--- src/rtl/tow_round_ctrl.sv ---
// Tug-of-war match sequencer: press edge detection/arbitration, round FSM, scores, match winner.
// Define TOW_FALSE_START_EN to treat edges during the countdown as false starts.
module tow_round_ctrl #(
    parameter int unsigned FIELD_W   = 9,
    parameter int unsigned SCORE_MAX = 7,
    parameter int unsigned START_DLY = 4,
    parameter int unsigned HOLD_DLY  = 8
) (
    input  logic                       clk,
    input  logic                       reset_n,
    input  logic                       new_game,
    input  logic                       press_l,
    input  logic                       press_r,
    output logic [$clog2(FIELD_W)-1:0] pos,
    output logic [FIELD_W-1:0]         led,
    output logic [2:0]                 score_l,
    output logic [2:0]                 score_r,
    output logic                       round_win_l,
    output logic                       round_win_r,
    output logic                       match_over,
    output logic                       winner,
    output logic [2:0]                 state
);

    localparam int unsigned POS_W   = $clog2(FIELD_W);
    localparam int unsigned CENTER  = (FIELD_W - 1) / 2;
    localparam int unsigned DLY_MAX = (START_DLY > HOLD_DLY) ? START_DLY : HOLD_DLY;
    localparam int unsigned CNT_W   = (DLY_MAX > 1) ? $clog2(DLY_MAX) : 1;

    localparam logic [POS_W-1:0]   POS_CENTER = POS_W'(CENTER);
    localparam logic [POS_W-1:0]   POS_LAST   = POS_W'(FIELD_W - 1);
    localparam logic [FIELD_W-1:0] LED_CENTER = FIELD_W'(1) << CENTER;
    localparam logic [CNT_W-1:0]   START_LD   = CNT_W'(START_DLY - 1);
    localparam logic [CNT_W-1:0]   HOLD_LD    = CNT_W'(HOLD_DLY - 1);
    localparam logic [2:0]         SCORE_TOP  = 3'(SCORE_MAX);

    typedef enum logic [2:0] {
        ST_IDLE      = 3'd0,
        ST_COUNTDOWN = 3'd1,
        ST_PLAY      = 3'd2,
        ST_POINT     = 3'd3,
        ST_DONE      = 3'd4
    } state_e;

    state_e             state_q, state_d;
    logic [CNT_W-1:0]   cnt_q, cnt_d;
    logic [POS_W-1:0]   pos_q, pos_d;
    logic [FIELD_W-1:0] led_q, led_d;
    logic [2:0]         score_l_q, score_l_d, score_r_q, score_r_d;
    logic               win_l_q, win_l_d, win_r_q, win_r_d;
    logic               winner_q, winner_d, over_q, over_d;
    logic               pl_q, pr_q;
    logic               el, er, lone_l, lone_r, award_l, award_r;

    assign el     = press_l & ~pl_q;
    assign er     = press_r & ~pr_q;
    assign lone_l = el & ~er;
    assign lone_r = er & ~el;

    // Next-state, rope movement and round/match award logic.
    always_comb begin
        state_d   = state_q;
        cnt_d     = cnt_q;
        pos_d     = pos_q;
        score_l_d = score_l_q;
        score_r_d = score_r_q;
        win_l_d   = 1'b0;
        win_r_d   = 1'b0;
        winner_d  = winner_q;
        over_d    = over_q;
        award_l   = 1'b0;
        award_r   = 1'b0;

        case (state_q)
            ST_IDLE: begin
                pos_d = POS_CENTER;
                if (el | er) begin
                    state_d = ST_COUNTDOWN;
                    cnt_d   = START_LD;
                end
            end
            ST_COUNTDOWN: begin
                pos_d = POS_CENTER;
`ifdef TOW_FALSE_START_EN
                if (el & er) begin
                    cnt_d = START_LD;
                end else if (lone_l) begin
                    award_r = 1'b1;
                end else if (lone_r) begin
                    award_l = 1'b1;
                end else if (cnt_q == '0) begin
                    state_d = ST_PLAY;
                end else begin
                    cnt_d = cnt_q - CNT_W'(1);
                end
`else
                if (cnt_q == '0) begin
                    state_d = ST_PLAY;
                end else begin
                    cnt_d = cnt_q - CNT_W'(1);
                end
`endif
            end
            ST_PLAY: begin
                if (lone_l) begin
                    if (pos_q < POS_LAST) pos_d = pos_q + POS_W'(1);
                    else                  award_l = 1'b1;
                end else if (lone_r) begin
                    if (pos_q > '0) pos_d = pos_q - POS_W'(1);
                    else            award_r = 1'b1;
                end
            end
            ST_POINT: begin
                if (cnt_q == '0) begin
                    state_d = ST_COUNTDOWN;
                    cnt_d   = START_LD;
                    pos_d   = POS_CENTER;
                end else begin
                    cnt_d = cnt_q - CNT_W'(1);
                end
            end
            ST_DONE: over_d = 1'b1;
            default: state_d = ST_IDLE;
        endcase

        // Shared round-win path for PLAY wins and false-start awards.
        if (award_l) begin
            score_l_d = (score_l_q < SCORE_TOP) ? score_l_q + 3'd1 : score_l_q;
            win_l_d   = 1'b1;
            if (score_l_d == SCORE_TOP) begin
                state_d  = ST_DONE;
                winner_d = 1'b0;
                over_d   = 1'b1;
            end else begin
                state_d = ST_POINT;
                cnt_d   = HOLD_LD;
            end
        end else if (award_r) begin
            score_r_d = (score_r_q < SCORE_TOP) ? score_r_q + 3'd1 : score_r_q;
            win_r_d   = 1'b1;
            if (score_r_d == SCORE_TOP) begin
                state_d  = ST_DONE;
                winner_d = 1'b1;
                over_d   = 1'b1;
            end else begin
                state_d = ST_POINT;
                cnt_d   = HOLD_LD;
            end
        end

        if (new_game) begin
            state_d   = ST_IDLE;
            cnt_d     = '0;
            pos_d     = POS_CENTER;
            score_l_d = 3'd0;
            score_r_d = 3'd0;
            win_l_d   = 1'b0;
            win_r_d   = 1'b0;
            winner_d  = 1'b0;
            over_d    = 1'b0;
        end

        led_d = FIELD_W'(1) << pos_d;
    end

    always_ff @(posedge clk or negedge reset_n) begin
        if (!reset_n) begin
            state_q   <= ST_IDLE;
            cnt_q     <= '0;
            pos_q     <= POS_CENTER;
            led_q     <= LED_CENTER;
            score_l_q <= 3'd0;
            score_r_q <= 3'd0;
            win_l_q   <= 1'b0;
            win_r_q   <= 1'b0;
            winner_q  <= 1'b0;
            over_q    <= 1'b0;
            pl_q      <= 1'b0;
            pr_q      <= 1'b0;
        end else begin
            state_q   <= state_d;
            cnt_q     <= cnt_d;
            pos_q     <= pos_d;
            led_q     <= led_d;
            score_l_q <= score_l_d;
            score_r_q <= score_r_d;
            win_l_q   <= win_l_d;
            win_r_q   <= win_r_d;
            winner_q  <= winner_d;
            over_q    <= over_d;
            pl_q      <= press_l;
            pr_q      <= press_r;
        end
    end

    assign pos         = pos_q;
    assign led         = led_q;
    assign score_l     = score_l_q;
    assign score_r     = score_r_q;
    assign round_win_l = win_l_q;
    assign round_win_r = win_r_q;
    assign match_over  = over_q;
    assign winner      = winner_q;
    assign state       = state_q;

endmodule

--- config.mk ---
export PLATFORM = sky130hd
export DESIGN_NAME = tow_round_ctrl
export DESIGN_NICKNAME = d
export VERILOG_FILES = /design/src/rtl/tow_round_ctrl.sv
export SDC_FILE = /design/constraint.sdc
export NUM_CORES = 1
export LEC_CHECK = 0
export ABC_AREA = 1
export CORE_MARGIN = 2
export CORE_UTILIZATION = 47
export CTS_CLUSTER_SIZE = 40
export DETAILED_ROUTE_END_ITERATION = 16
export HOLD_SLACK_MARGIN = 0.15
export PLACE_DENSITY = 0.75
export SYNTH_ARGS = -nofsm -noshare
export SYNTH_HDL_FRONTEND = slang
export SYNTH_SLANG_ARGS = --single-unit
--- constraint.sdc ---
create_clock -name clk -period 1.6 [get_ports clk]
set_input_delay 0.32 -clock clk [delete_from_list [all_inputs] [get_ports clk]]
set_output_delay 0.32 -clock clk [all_outputs]
set_load 0.02 [all_outputs]
Yosys cells after proc, flatten, opt, wreduce, memory -nomap -nowiden --
Cells that the tools add are included.
Word-level totals: output and inout bits 26, word-level logic and storage cells 109, input bits 5, register bits 31
Operators by class: muxes and demuxes 55, shift operators 1, add/sub/neg operators 5, reduce and logical (&&, ||, !) cells 11, eq/ne operators 12, bitwise logic cells 9, magnitude comparators 4
Operators with widths (number):
- 3-bit two-way mux | 23
- 4-bit two-way mux | 6
- 1-bit two-way mux | 23
- 5-bit inequality test, second input constant | 3
- 3-bit one-hot mux with 4 select lines | 1
- 4-bit one-hot mux with 3 select lines | 1
- 3-bit equality test, second input constant | 3
- 3-bit one-hot mux with 3 select lines | 1
- 1-bit by 4-bit << shifter with 9-bit output, first input constant | 1
- 3-bit by 1-bit adder with 3-bit output, second input constant | 2
- 3-bit by 2-bit equality test with 1-bit output, second input constant | 2
- 3-bit logical NOT | 2
- 3-bit less-than comparator, second input constant | 2
- 3-bit nonzero test | 2
- 4-bit by 1-bit adder with 4-bit output, second input constant | 1
- 1-bit bitwise AND | 4
- 4-bit by 1-bit greater-than comparator with 1-bit output, second input constant | 1
- 4-bit less-than comparator, second input constant | 1
- 4-bit by 1-bit inequality test with 1-bit output, second input constant | 1
- 1-bit inverter | 4
- 4-bit AND reduction | 1
- 2-bit nonzero test | 2
- 2-bit OR reduction | 2
- 4-bit by 1-bit subtractor with 4-bit output, second input constant | 1
- 7 further kinds | 7

Longest topological paths before layout --
depth in word-level cells 10, mapped depth 13, mapped depth without buffers 13

Least setup slack after synthesis --
Ideal clock, no wire load.
path type flip-flop to flip-flop, start reg score_l_q[0] (netlist: score_l[0]), end reg state_q[0] (netlist: state[0]), data arrival time 1.520 ns, slack -0.047 ns, required time 1.473 ns, buffers on the path 0, cell stages (with the launch flop) 9, cells stage by stage dfrtp_1 ha_1 or2_2 nand3_1 nand3_1 nor2_1 nor2_1 nand2_1 o21ai_1
Between the ends: longest elaborated chain between the ends 6, elaborated cells on any way between the ends 7, classes of those cells add/sub: 1; order compare: 1; eq/ne: 1; mux: 4
RTL lines:
- start: declaration | RTL line 49 | logic [2:0] score_l_q, score_l_d, score_r_q, score_r_d;
- start signal: assignment | RTL line 185 | score_l_q <= score_l_d;
- 3-bit by 1-bit adder with 3-bit output / 3-bit less-than comparator (equally long branches) | RTL line 128 | score_l_d = (score_l_q < SCORE_TOP) ? score_l_q + 3'd1 : score_l_q;
- 3-bit two-way mux (*) | RTL line 128
- 3-bit equality test (*) | RTL line 130 | if (score_l_d == SCORE_TOP) begin
- 3-bit two-way mux (*) | RTL line 130
- 3-bit two-way mux (*) | RTL line 127 | if (award_l) begin
- 3-bit two-way mux (*) | RTL line 151 | if (new_game) begin
- end signal: assignment | RTL line 181 | state_q <= state_d;
- end: declaration | RTL line 45 | state_e state_q, state_d;
Every way passes the cells marked *; elsewhere a longest branch is shown, timed or not. A chain may end at the register's enable or synchronous reset.

Final worst setup path --
start reg state_q[1] (netlist: state[1]), end reg cnt_q[0]
Between the ends: longest elaborated chain between the ends 6, elaborated cells on any way between the ends 12, classes of those cells eq/ne: 3; mux: 8; reduce/logical: 1
RTL lines:
- 3-bit by 2-bit equality test with 1-bit output, or another cell as far along | RTL line 74 | case (state_q)
- 3-bit one-hot mux with 3 select lines | RTL line 74
- 3-bit two-way mux | RTL line 141 | if (score_r_d == SCORE_TOP) begin
- 3-bit two-way mux | RTL line 138 | end else if (award_r) begin
- 3-bit two-way mux (*) | RTL line 127
- 3-bit two-way mux (*) | RTL line 151
- net cnt_d[0] | RTL line 46 | logic [CNT_W-1:0] cnt_q, cnt_d;
- end signal: assignment | RTL line 182 | cnt_q <= cnt_d;
- end: declaration | RTL line 46
Mark *: on every way through the listed nets, which the timed path passes. The rest lies on a longest branch.

==> impl_metrics.yaml <==
timing:
  rsz0062_at_grt: "yes"
  maxSlewViolCount: 0
  max_slew.worst_pin.slew_ns: 0.338
  period_share_pct: 106
  fin_skew_ns: 0.00777
  fmax_mhz: 590
  fin_crit_ns: 1.69
  hold_ws_ns: 0.198
  hold_viol_final: 0
  setup_viol: 13
  setup_slack_ns: -0.0940
  relSlewSlack_pct: 77.5
synthesis:
  synth.avg_cell_area_sq_um: 7.59
  synth.yosys.seq_area_share_pct: 43.1
  syn_nets: 250
  ys_ff_latch: 31
  yosys_warnings: 0
  synth_area_sq_um: 1810
  synth_cell_type_count: 31
  synthCells: 238
clocking:
  cts-htree-levels: 2
  cts_made_buffers: 5
  clkTransAtPathRegs_ns: 0.07
  root_buffer: "clkbuf_8"
  cts_sinks: 31
  cts-hold-fix-buffers: 0
  worstSkewPairLatency_ns: 0.29
  tritoncts: "yes"
  clockBufferDepth: 2
worst_setup_path:
  ff2ff_path_depth: 9
  startpoint_type: "flip-flop"
  crit_arrival_ns: 1.92
  r2r-end: "cnt_q[0]"
  crit_end: "cnt_q[0]"
  reg2reg_slack_ns: -0.09
  critPathRequiredTime_ns: 1.82
  path_max_fanout: 7
  critical_path_class: "reg -> reg"
  cp-end-kind: "flip-flop"
  crit_start: "state[1]"
  r2r_start: "state[1]"
die:
  boundaryPins: 31
  dieHeight_um: 66
  core_area_sq_um: 3690
  fp.dieW_um: 66
  num_rows: 22
  initial_core_util_pct: 49.0
  dieArea_sq_um: 4360
layout:
  instances_no_fill: 369
  drive_gt1_share_pct: 44.2
  nets: 332
  design_area_sq_um: 2970
  n_antenna_cell: 0
  fillers: 235
  syn_to_final_growth_pct: 64.3
detailed_routing:
  routed_wl_um: 5530
  vias_per_cell: 5.29
  dr.pass1.iters: 4
  wl_per_cell_um: 15.0
  drt_first_iter_violations: 99
  remaining_drc_errors: 0
  ant_nets: 0
  num_vias: 1952
place:
  placed_cell_area_sq_um: 2440
  port_buffers: 30
  place_inst: 350
  dp_hpwl_um: 3240
  gp_congestion: 0.896
job:
  drv_cap: 0
global_routing:
  grt_max_degree: 32
  grt.overflow.total: 0
  grt_first_pass_wirelength_um: 7710
  grt_antenna_before_repair: 0
  grt_pass1_vias: 1720
  grt.total_usage_pct: 23.5
outcome:
  violations: "negative setup slack"
  status: "complete, but fails checks"
min_path:
  worstHoldStart: "press_l"
  min_path_type: "in -> reg"
pwr:
  leakage_uw: 0.00152
  p_per_area_nw_per_um2: 1180
  vdd_drop_max_uv: 765
  power_uw: 3520
cells in the mapped netlist (all sizes together):
master | number | area, sq um
a21oi | 12 | 60.1
a221oi | 1 | 8.76
ha | 7 | 87.6
nand3 | 26 | 145
nand4 | 1 | 6.26
inv | 39 | 146
o2111ai | 1 | 8.76
o22ai | 1 | 6.26
dfstp | 2 | 52.6
nor3 | 3 | 15.0
dfrtp | 29 | 726
or2 | 1 | 6.26
o21ai | 17 | 100
nor2 | 35 | 154
buf | 1 | 11.3
a22o | 1 | 8.76
clkinv | 1 | 3.75
nand3b | 1 | 7.51
nand2 | 55 | 229
a31oi | 2 | 12.5
o21a | 1 | 7.51
clkbuf | 1 | 3.75
worst max-delay path, cell delays in order (launching register included):
cell and delay (ns):
dfrtp_1 0.49, buf_4 0.18, inv_1 0.06, nor2_2 0.23
inv_1 0.09, nor2_1 0.09, a21oi_1 0.05, o21ai_0 0.11
o21ai_0 0.17, a21oi_2 0.15
kinds of logic (layout without fill, tap and decap cells):
logic type,Yosys count,after routing,share of synthesized area (%)
and+or+nand+nor,122,122,31.2
buffers and inverters,42,125,9.14
AOI/OAI and AO/OA,36,36,11.8
DFF,31,31,43.1
adders and majority gates,7,7,4.85
metrics by stage:
stage | utilization, % | setup WS [ns] | TNS (ns)
finish | 80.5 | -0.0940 | -0.478
global route | 80.5 | -0.219 | -1.70
CTS | 71.6 | 0.00402 | 0
detailed placement | 66.2 | -0.376 | -8.08
global placement | 66.2 | -0.316 | -7.05
floorplan | - | 0.00744 | 0
registers in the layout, summed over array words and instances, names as in the netlist:
register     cells
cnt_q            3
led              9
match_over       1
pl_q             1
pos              4
pr_q             1
round_win_l      1
round_win_r      1
score_l          3
score_r          3
state            3
winner           1
repair_timing:
action                                  4_1_cts  5_1_grt
endpoints found under the setup margin       30       27
setup buffers                                 1       11
gates resized for setup                      41       67
pin swaps                                     6       25
routing by layer:
| layer | track usage, % | part of all wire (%) | routed length [um] | vias up |
|---|---|---|---|---|
| met5 | 0 | 0 | 0 | - |
| met4 | 9.44 | 3.0 | 164 | 0 |
| met3 | 4.60 | 5.3 | 292 | 22 |
| met2 | 39.8 | 50 | 2780 | 81 |
| met1 | 29.4 | 41 | 2290 | 927 |
| li1 | - | - | - | 922 |
power breakdown:
part	leakage, uW	internal, uW	switching [uW]
Clock	0.0000524	466	308
Sequential	0.000408	885	61.5
Combinational	0.00106	784	1010
Total	0.00152	2140	1380
worst min-delay path by stage:
stage / endpoint / slack [ns] / cells past startpoint
2_1_floorplan: cnt_q[0] / 0.02 / 0
6_report: pl_q / 0.20 / 1
3_5_place_dp: winner / 0.49 / 1
5_1_grt: pl_q / 0.21 / 1
3_3_place_gp: winner / 0.48 / 1
4_1_cts: led[7] / 0.40 / 2
placed cells by master, fill, tap and decap left out, drive strengths merged:
cell type	count
a31oi	2
o2111ai	1
nand2	55
clkinv	1
clkbuf	7
o22ai	1
o21a	1
inv	39
nor3	3
nand3b	1
a22o	1
nand4	1
bufinv	1
dlygate4sd2	12
clkdlybuf4s50	13
o21ai	17
nor2	35
nand3	26
a221oi	1
dfstp	2
clkdlybuf4s15	1
a21oi	12
or2	1
dlymetal6s2s	4
buf	47
ha	7
dfrtp	29
cell type report:
| type | instances | area [sq um] | share of cell area, % |
|---|---|---|---|
| Sequential cell | 31 | 786 | 26.5 |
| Clock buffer | 7 | 76.3 | 2.57 |
| Multi-Input combinational cell | 165 | 1180 | 39.8 |
| Clock inverter | 1 | 30.0 | 1.01 |
| Tap cell | 48 | 60.1 | 2.02 |
| Timing Repair Buffer | 77 | 676 | 22.8 |
| Inverter | 40 | 160 | 5.40 |
No activity file was read; power rests on OpenSTA's default activity.
